$ cat src/rtl/mw_pkg.sv
// Shared opcodes, extended sub-codes and sequencer states
// for the Microwire EEPROM controller.
package mw_pkg;

  localparam logic [1:0] OP_READ  = 2'b10;
  localparam logic [1:0] OP_WRITE = 2'b01;
  localparam logic [1:0] OP_ERASE = 2'b11;
  localparam logic [1:0] OP_EXT   = 2'b00;

  localparam logic [1:0] EX_EWDS = 2'b00;
  localparam logic [1:0] EX_WRAL = 2'b01;
  localparam logic [1:0] EX_ERAL = 2'b10;
  localparam logic [1:0] EX_EWEN = 2'b11;

  typedef enum logic [2:0] {
    IDLE,
    CS_SETUP,
    SHIFT_OUT,
    SHIFT_IN,
    CS_LOW,
    POLL,
    DONE
  } state_t;

  function automatic logic has_data(
    input logic [1:0] op,
    input logic [1:0] sub
  );
    return op == OP_WRITE ||
      (op == OP_EXT && sub == EX_WRAL);
  endfunction

  function automatic logic is_prog(
    input logic [1:0] op,
    input logic [1:0] sub
  );
    return op == OP_WRITE || op == OP_ERASE ||
      (op == OP_EXT &&
       (sub == EX_WRAL || sub == EX_ERAL));
  endfunction

endpackage

$ cat src/rtl/mw_sk_gen.sv
// SK divider: strobes every CLK_DIV clks while enabled and
// toggles SK on each strobe when toggling is allowed.
module mw_sk_gen #(
  parameter int CLK_DIV = 2
) (
  input  logic clk,
  input  logic rst,
  input  logic en,
  input  logic tog,
  output logic sk,
  output logic tick,
  output logic rise,
  output logic fall
);

  localparam int DW = (CLK_DIV > 1) ? $clog2(CLK_DIV) : 1;
  localparam logic [DW-1:0] D_MAX = DW'(CLK_DIV - 1);
  localparam logic [DW-1:0] D_ONE = DW'(1);

  logic [DW-1:0] div;

  assign tick = en && div == D_MAX;
  assign rise = tick && tog && !sk;
  assign fall = tick && tog && sk;

  always_ff @(posedge clk) begin
    if (rst || !en) begin
      div <= '0;
      sk  <= 1'b0;
    end else begin
      div <= tick ? '0 : div + D_ONE;
      if (!tog)
        sk <= 1'b0;
      else if (tick)
        sk <= !sk;
    end
  end

endmodule

$ cat src/rtl/mw_eeprom_ctrl.sv
// 93Cxx Microwire sequencer: frames one command on CS/SK/DI,
// collects read data from DO and polls ready/busy after programming.
module mw_eeprom_ctrl
  import mw_pkg::*;
#(
  parameter int CLK_DIV      = 2,
  parameter int ADDR_W       = 6,
  parameter int DATA_W       = 16,
  parameter int BUSY_TIMEOUT = 65535
) (
  input  logic              clk,
  input  logic              rst,
  input  logic              cmd_valid,
  output logic              cmd_ready,
  input  logic [1:0]        cmd_op,
  input  logic [ADDR_W-1:0] cmd_addr,
  input  logic [DATA_W-1:0] cmd_wdata,
  output logic              rsp_valid,
  output logic [DATA_W-1:0] rsp_rdata,
  output logic              rsp_err,
  output logic              ee_cs,
  output logic              ee_sk,
  output logic              ee_di,
  input  logic              ee_do
);

  localparam int FW = 3 + ADDR_W + DATA_W;
  localparam int CW = $clog2(FW + 1);
  localparam int PW = $clog2(BUSY_TIMEOUT + 1);

  localparam logic [CW-1:0] N_HDR = CW'(3 + ADDR_W);
  localparam logic [CW-1:0] N_ALL = CW'(FW);
  localparam logic [CW-1:0] N_RD  = CW'(DATA_W + 1);
  localparam logic [CW-1:0] N_TCS = CW'(2);
  localparam logic [CW-1:0] C_ONE = CW'(1);
  localparam logic [PW-1:0] P_MAX = PW'(BUSY_TIMEOUT - 1);
  localparam logic [PW-1:0] P_ONE = PW'(1);

  state_t            state_q;
  state_t            state_d;
  logic [FW-1:0]     sreg;
  logic [CW-1:0]     cnt;
  logic [PW-1:0]     pcnt;
  logic [1:0]        op_q;
  logic [1:0]        sub_q;
  logic              err_q;
  logic [DATA_W-1:0] rdata_q;
  logic [1:0]        sub_in;
  logic [DATA_W-1:0] wd_in;
  logic              sk_en;
  logic              sk_tog;
  logic              tick;
  logic              rise;
  logic              fall;
  logic              last;

  assign sub_in    = cmd_addr[ADDR_W-1 -: 2];
  assign wd_in     = has_data(cmd_op, sub_in) ? cmd_wdata : '0;
  assign last      = fall && cnt == C_ONE;
  assign rsp_err   = rsp_valid && err_q;
  assign rsp_rdata = rdata_q;

  mw_sk_gen #(
    .CLK_DIV(CLK_DIV)
  ) u_sk (
    .clk (clk),
    .rst (rst),
    .en  (sk_en),
    .tog (sk_tog),
    .sk  (ee_sk),
    .tick(tick),
    .rise(rise),
    .fall(fall)
  );

  always_ff @(posedge clk) begin
    if (rst)
      state_q <= IDLE;
    else
      state_q <= state_d;
  end

  always_comb begin
    state_d   = state_q;
    cmd_ready = 1'b0;
    rsp_valid = 1'b0;
    ee_cs     = 1'b0;
    ee_di     = 1'b0;
    sk_en     = 1'b0;
    sk_tog    = 1'b0;
    unique case (state_q)
      IDLE: begin
        cmd_ready = 1'b1;
        if (cmd_valid)
          state_d = CS_SETUP;
      end
      CS_SETUP: begin
        ee_cs = 1'b1;
        ee_di = sreg[FW-1];
        sk_en = 1'b1;
        if (tick)
          state_d = SHIFT_OUT;
      end
      SHIFT_OUT: begin
        ee_cs  = 1'b1;
        ee_di  = sreg[FW-1];
        sk_en  = 1'b1;
        sk_tog = 1'b1;
        if (last) begin
          if (op_q == OP_READ)
            state_d = SHIFT_IN;
          else if (is_prog(op_q, sub_q))
            state_d = CS_LOW;
          else
            state_d = DONE;
        end
      end
      SHIFT_IN: begin
        ee_cs  = 1'b1;
        sk_en  = 1'b1;
        sk_tog = 1'b1;
        if (last)
          state_d = DONE;
      end
      CS_LOW: begin
        sk_en = 1'b1;
        if (tick && cnt == C_ONE)
          state_d = POLL;
      end
      POLL: begin
        ee_cs = 1'b1;
        if (ee_do || pcnt == P_MAX)
          state_d = DONE;
      end
      DONE: begin
        rsp_valid = 1'b1;
        state_d   = IDLE;
      end
      default: state_d = IDLE;
    endcase
  end

  // cnt counts bits per shift phase, then SK half-periods of tCS
  always_ff @(posedge clk) begin
    if (rst) begin
      sreg    <= '0;
      cnt     <= '0;
      pcnt    <= '0;
      op_q    <= '0;
      sub_q   <= '0;
      err_q   <= 1'b0;
      rdata_q <= '0;
    end else begin
      unique case (state_q)
        IDLE: begin
          if (cmd_valid) begin
            op_q  <= cmd_op;
            sub_q <= sub_in;
            err_q <= 1'b0;
            pcnt  <= '0;
            sreg  <= {1'b1, cmd_op, cmd_addr, wd_in};
            cnt   <= has_data(cmd_op, sub_in) ? N_ALL : N_HDR;
          end
        end
        SHIFT_OUT: begin
          if (fall) begin
            sreg <= sreg << 1;
            if (cnt == C_ONE)
              cnt <= (op_q == OP_READ) ? N_RD : N_TCS;
            else
              cnt <= cnt - C_ONE;
          end
        end
        SHIFT_IN: begin
          if (rise) begin
            sreg <= {sreg[FW-2:0], ee_do};
            if (cnt == N_RD && ee_do)
              err_q <= 1'b1;
          end
          if (fall) begin
            if (cnt == C_ONE)
              rdata_q <= sreg[DATA_W-1:0];
            else
              cnt <= cnt - C_ONE;
          end
        end
        CS_LOW: begin
          if (tick)
            cnt <= cnt - C_ONE;
        end
        POLL: begin
          if (!ee_do) begin
            if (pcnt == P_MAX)
              err_q <= 1'b1;
            else
              pcnt <= pcnt + P_ONE;
          end
        end
        default: ;
      endcase
    end
  end

endmodule

$ cat config.mk
export PLATFORM = sky130hd
export DESIGN_NAME = mw_eeprom_ctrl
export DESIGN_NICKNAME = d
export VERILOG_FILES = /design/src/rtl/mw_pkg.sv /design/src/rtl/mw_sk_gen.sv /design/src/rtl/mw_eeprom_ctrl.sv
export SDC_FILE = /design/constraint.sdc
export NUM_CORES = 1
export LEC_CHECK = 0
export ABC_AREA = 1
export BUFFER_PORTS_ARGS = -buffer_cell sky130_fd_sc_hd__buf_4
export CAP_MARGIN = 20
export CORE_AREA = 2 2 133 122
export DETAILED_ROUTE_END_ITERATION = 12
export DIE_AREA = 0 0 135 124
export PLACE_DENSITY = 0.37
export SLEW_MARGIN = 20
export SYNTH_ARGS = -nofsm -noshare
export SYNTH_HDL_FRONTEND = slang
export SYNTH_SLANG_ARGS = --single-unit
$ cat constraint.sdc
create_clock -name clk -period 1.9 [get_ports clk]
set_input_delay 0.285 -clock clk [delete_from_list [all_inputs] [get_ports clk]]
set_output_delay 0.285 -clock clk [all_outputs]
set_load 0.05 [all_outputs]
Word-level counts from Yosys, hierarchy flattened. Index checks and enable logic that the tools add are counted. Widths: inputs -> output; s select.

Flip-flop bits (word level): 72. Input port bits: 28. Output and inout bits: 22. Word-level logic and storage cells: 122.

$add $sub $neg: 3. Equal/unequal tests: 31. Muxes and demuxes: 39. Bitwise logic cells: 1. Reduce and logical (&&, ||, !) cells: 38.

Operators with widths (number): $mux 25 (3); $pmux 25 s3 (1); $mux 16 (4); $mux 5 (8); $pmux 16 s2 (1); $ne 2x2->1 const B (15); $mux 3 (7); $pmux 5 s4 (1); $pmux 3 s6 (1); $reduce_and 6->1 (3); $add 16x1->16 const B (1); $eq 16x16->1 const B (1); $mux 1 (11); $logic_and 1x1->1 (10); $eq 3x3->1 const B (3); $eq 2x1->1 const B (4); $reduce_and 4->1 (2); $reduce_or 2->1 (4); $reduce_or 4->1 (2); $eq 2x2->1 const B (3); $eq 3x2->1 const B (2); $logic_or 1x1->1 (6); $reduce_bool 3->1 (2); $eq 5x1->1 const B (1); 14 further kinds (16).

Logic depth before layout (Yosys ltp).
Depth in word-level cells: 9. Depth in mapped cells: 12. Mapped depth without buffers: 12.

Hierarchy. A second synthesis with hierarchy kept.

Cells, all modules: 602. Area total of the unflattened synthesis: 3903.7 µm².

Modules (own cells, without submodules): mw_eeprom_ctrl (times used 1, cells each 587, area an instance 3791.1 µm², seq. area each 1401.3 µm²); mw_sk_gen (times used 1, cells each 15, area an instance 112.6 µm², seq. area each 40.0 µm²).

Least setup slack after synthesis. Ideal clock, no wire load.

Path type: register -> register. From: register state_q[1]. To: register sreg[15]. Library setup time: 70 ps. Arrival: 1834 ps. Required time: 1830 ps. Path slack: -4 ps. Cell stages (with the launch flop): 11. Buffers on the path: 2. Period minus slack after synthesis: 1904 ps. Cells stage by stage: dfxtp_1 > buf_6 > inv_2 > nand2_1 > nor2_2 > nand2_1 > o21a_1 > nand2_2 > buf_2 > nand2_1 > a21oi_1.

Longest elaborated chain between the ends: 8. Elaborated cells on any way between the ends: 19. Those cells by class: 7 x eq/ne; 3 x mux; 9 x reduce/logical.

Ends and longest elaborated chain: start, declared (line mw_eeprom_ctrl.sv:39) `state_t state_q;`; start signal, assigned (line mw_eeprom_ctrl.sv:80) `state_q <= state_d;`; $eq 3x3->1 (tied with other cells) (line mw_eeprom_ctrl.sv:91) `unique case (state_q)`; $reduce_or 4->1 (no source line); $mux 1 (line mw_eeprom_ctrl.sv:91); $logic_and 1x1->1 (line mw_sk_gen.sv:22) `assign tick = en && div == D_MAX;`; $logic_and 1x1->1 (line mw_sk_gen.sv:23, mw_sk_gen.sv:24); $logic_and 1x1->1 (on tied branches) (line mw_sk_gen.sv:24, mw_sk_gen.sv:23); $ne 2x2->1 (no source line); $reduce_and 4->1 (no source line); end signal, assigned (line mw_eeprom_ctrl.sv:161) `sreg <= {1'b1, cmd_op, cmd_addr, wd_in};`; end signal, assigned (line mw_eeprom_ctrl.sv:167) `sreg <= sreg << 1;`; end signal, assigned (line mw_eeprom_ctrl.sv:176) `sreg <= {sreg[FW-2:0], ee_do};`; end, declared (line mw_eeprom_ctrl.sv:41) `logic [FW-1:0] sreg;`.

Several ways; a longest one is shown, not always the timed one. A chain may end at the register's enable or synchronous reset.

Final worst setup path.
From: register state_q[0]. To: output ee_di.

Longest elaborated chain between the ends: 3. Elaborated cells on any way between the ends: 4. Those cells by class: 2 x eq/ne; 1 x mux; 1 x reduce/logical.

Ends and longest elaborated chain: $eq 3x2->1 or $eq 3x1->1 (tied branches) (line mw_eeprom_ctrl.sv:91); $reduce_or 2->1 (no source line) (*); $mux 1 (*) (line mw_eeprom_ctrl.sv:91); end, declared (line mw_eeprom_ctrl.sv:23) `output logic ee_di,`.

Every way passes the cells marked *; elsewhere a longest branch is shown, timed or not.

==> impl_metrics.yaml <==
setup_path:
  crit_buf_inv: 2
  path_max_fanout: 6
  r2r_end: "sreg[15]$_SDFFE_PP0P_"
  reg2reg_depth: 9
  reg2reg_from: "state_q[2]$_SDFFE_PP0P_"
  critPathMaxStageDelay_ns: 0.41
  crit_path_end_kind: "output port"
  arrival_ns: 1.48
  critical_path_depth: 5
  critPathLaunchType: "flop"
  r2r_slack_ns: 0.20
  crit_end: "ee_di"
  cp_slowest_cell: "dfxtp_2"
  worstPathRequired_ns: 1.62
  crit_chain: "inv_2, nor2_4, nand2_1, a21oi_1, buf_4"
  critPathLaunch: "state_q[0]$_SDFFE_PP0P_"
  path_class: "flop to output port"
  cpLargestDelayFamily: "flip-flops"
synthesis:
  ys_seq_elements: 72
  syn_area_per_cell_sq_um: 6.644
  netlist_area_sq_mm: 0.003754
  syn-instance-count: 565
  yosysWarnings: 0
  syn_nets: 597
  synth_cell_type_count: 34
  ys_seq_area_share_pct: 38.40
floorplan:
  coreArea_sq_mm: 0.01528
  rows: 43
  die_w_um: 135
  chipHeight_um: 124
  pin_count: 50
  initial_core_util_pct: 24.57
  dieArea_sq_mm: 0.01674
timing:
  slew_headroom_pct: 73.09
  setup_viol: 0
  fin_setup_tns_ns: 0
  setup_ws_ns: 0.1338
  rsz0062_at_grt: "no"
  finalCritPeriodShare_pct: 92.96
  hold_viol: 0
  worst_pin_slew_ns: 0.4002
  maxSlewViolCount: 0
  fmax_mhz: 566.2
  clock_skew_ns: 0.004052
  period_minus_slack_ns: 1.766
clock_network:
  cts_sinks: 72
  h-tree-depth: 3
  numCtsBuffers: 9
  clk_latency_ns: 0.34
  path_clk_slew_ns: 0.06
  post_cts_buffers: 0
  clockBufferDepth: 2
  cts_tree: "yes"
  hold_buffers: 0
  cts_root_buf: "clkbuf_16"
global_route:
  grt_pass1_wl_mm: 17.59
  grt_pass1_vias: 3510
  grt_use_total_pct: 13.53
  overflow: 0
  grt_max_degree: 43
  antenna_found_initial: 0
cells_and_area:
  design_area_sq_mm: 0.004722
  area_delta_synth_final_pct: 25.80
  nNetsFinal: 648
  final_cell_mix: "nand2_1 (126), inv_1 (68), dfxtp_1 (68), nor2_1 (63)"
  fin_cells: 823
  seq_area_sq_mm: 0.001449
  layout.cells.most_common: "nand2_1"
  fin_util_pct: 30.90
  antenna_cells: 0
  fillers: 1715
  drive_gt1_share_pct: 16.10
  multi_input_area_sq_mm: 0.001927
placed_design:
  io_buffers: 49
  dpl_cell_area_sq_mm: 0.004387
  pre_cts_ws_ns: 0.1163
  dp_hpwl_mm: 7.449
  dp_cells: 807
  gp_congestion: 0.8025
hold_path:
  hp-class: "primary input to flop"
routing:
  wl_mm: 10.36
  ant_nets: 0
  vias_per_cell: 4.405
  drt_pass1_iterations: 4
  vias: 3625
  drt-initial-drc-count: 161
  routedWlPerCell_um: 12.59
  drc: 0
power_and_ir_drop:
  irDropWorstVdd_mv: 0.5507
  power_density_mw_per_mm2: 1352
  leakage_nw: 2.011
flow_run:
  drv_cap: 0
status:
  status: "finished clean"
==> registers in the layout (all words and copies together), names as in the netlist <==
register	flops
u_sk.sk	1
cnt	5
u_sk.div	1
state_q	3
op_q	2
pcnt	16
sub_q	2
sreg	25
err_q	1
rsp_rdata	16
==> kinds of logic after synthesis <==
family          Yosys count  synth area share (%)
compound gates          142                 19.60
xor+xnor                  8                 1.867
fa+ha+maj                 4                 1.333
buf+inv                  96                 10.90
flops                    72                 38.40
simple gates            243                 27.90
==> how the worst min path moves through the flow <==
stage                               start                     to  slack, ns  depth (start not counted)
global route                          rst  pcnt[13]$_SDFFE_PP0P_       0.27                          2
global placement    sreg[23]$_SDFFE_PP0P_  sreg[23]$_SDFFE_PP0P_       0.44                          2
CTS                           cmd_addr[5]  sub_q[1]$_SDFFE_PP0P_       0.23                          3
finish                        cmd_addr[5]  sub_q[1]$_SDFFE_PP0P_       0.25                          3
detailed placement  sreg[23]$_SDFFE_PP0P_  sreg[23]$_SDFFE_PP0P_       0.45                          2
floorplan           sreg[23]$_SDFFE_PP0P_  sreg[23]$_SDFFE_PP0P_       0.43                          2
==> Yosys cell counts <==
| cell | instances | area [sq um] |
|---|---|---|
| o21ai_1 | 10 | 50.05 |
| inv_2 | 3 | 11.26 |
| a21oi_1 | 61 | 305.3 |
| o31ai_1 | 2 | 15.01 |
| nand4_2 | 1 | 12.51 |
| nor2_1 | 63 | 236.5 |
| inv_4 | 2 | 12.51 |
| a211oi_1 | 1 | 7.510 |
| nand3b_1 | 1 | 7.510 |
| nor3_1 | 8 | 40.04 |
| inv_1 | 68 | 255.2 |
| nor2_4 | 2 | 22.52 |
| o21a_1 | 4 | 30.03 |
| nand2_4 | 1 | 11.26 |
| nand2_2 | 1 | 6.260 |
| nor2_2 | 3 | 18.77 |
| buf_2 | 5 | 25.02 |
| nand3_1 | 27 | 135.1 |
| nand2_1 | 127 | 476.7 |
| dfxtp_1 | 72 | 1441 |
| buf_1 | 3 | 11.26 |
| nor3_4 | 1 | 16.27 |
| clkbuf_1 | 9 | 33.78 |
| nand4_1 | 7 | 43.79 |
| buf_4 | 2 | 15.01 |
| a31oi_1 | 1 | 6.260 |
| ha_1 | 4 | 50.05 |
| a21oi_2 | 1 | 8.760 |
| xnor2_1 | 2 | 17.52 |
| xor2_1 | 6 | 52.55 |
| o21bai_1 | 1 | 7.510 |
| nand2_8 | 1 | 20.02 |
| buf_6 | 4 | 45.04 |
| o21ai_0 | 61 | 305.3 |
==> what timing repair did <==
item	in CTS	in global routing
resized for setup	2	9
hold endpoints to repair	0	0
cloned	0	0
setup endpoints to repair	1	34
==> power by group <==
group	leakage [nW]	switching [W]	internal, W	total (W)
Sequential	0.590	0.000191	0.00183	0.00202
Clock	0.150	0.000659	0.00109	0.00174
Combinational	1.27	0.00173	0.000891	0.00262
==> area by class of cell <==
class,count,area share (%)
flip-flops and latches,72,30.68
well taps,202,5.352
multi-input cells,397,40.81
clock buffers,13,5.511
clock inverters,3,0.8479
inverters,73,5.909
repair buffers,63,10.89
==> through the flow <==
step / power, W / hold slack [ns]
after detailed placement: 0.004650 / 0.4461
final: 0.006385 / 0.2490
after global routing: 0.006942 / 0.2731
after CTS: 0.006446 / 0.2330
after global placement: 0.004649 / 0.4380
after floorplan: 0.003953 / 0.4297
==> worst register-to-register path, cell delays in order, from the launching register on <==
cell	delay, ns
dfxtp_2	0.38
inv_4	0.13
nand3_1	0.11
nor2_1	0.19
inv_1	0.08
a21oi_1	0.16
nand2_2	0.11
inv_1	0.25
nand2_1	0.09
a21oi_1	0.12
==> per-layer routing <==
| metal | vias to the layer above | wire length, um | track usage, % |
|---|---|---|---|
| met5 | - | 0 | 0 |
| met4 | 0 | 148 | 4.948 |
| met3 | 10 | 460 | 3.948 |
| met2 | 64 | 4468 | 21.41 |
| met1 | 1629 | 5284 | 17.56 |
| li1 | 1922 | - | - |
Note: power is estimated with default switching activity, not from simulation.
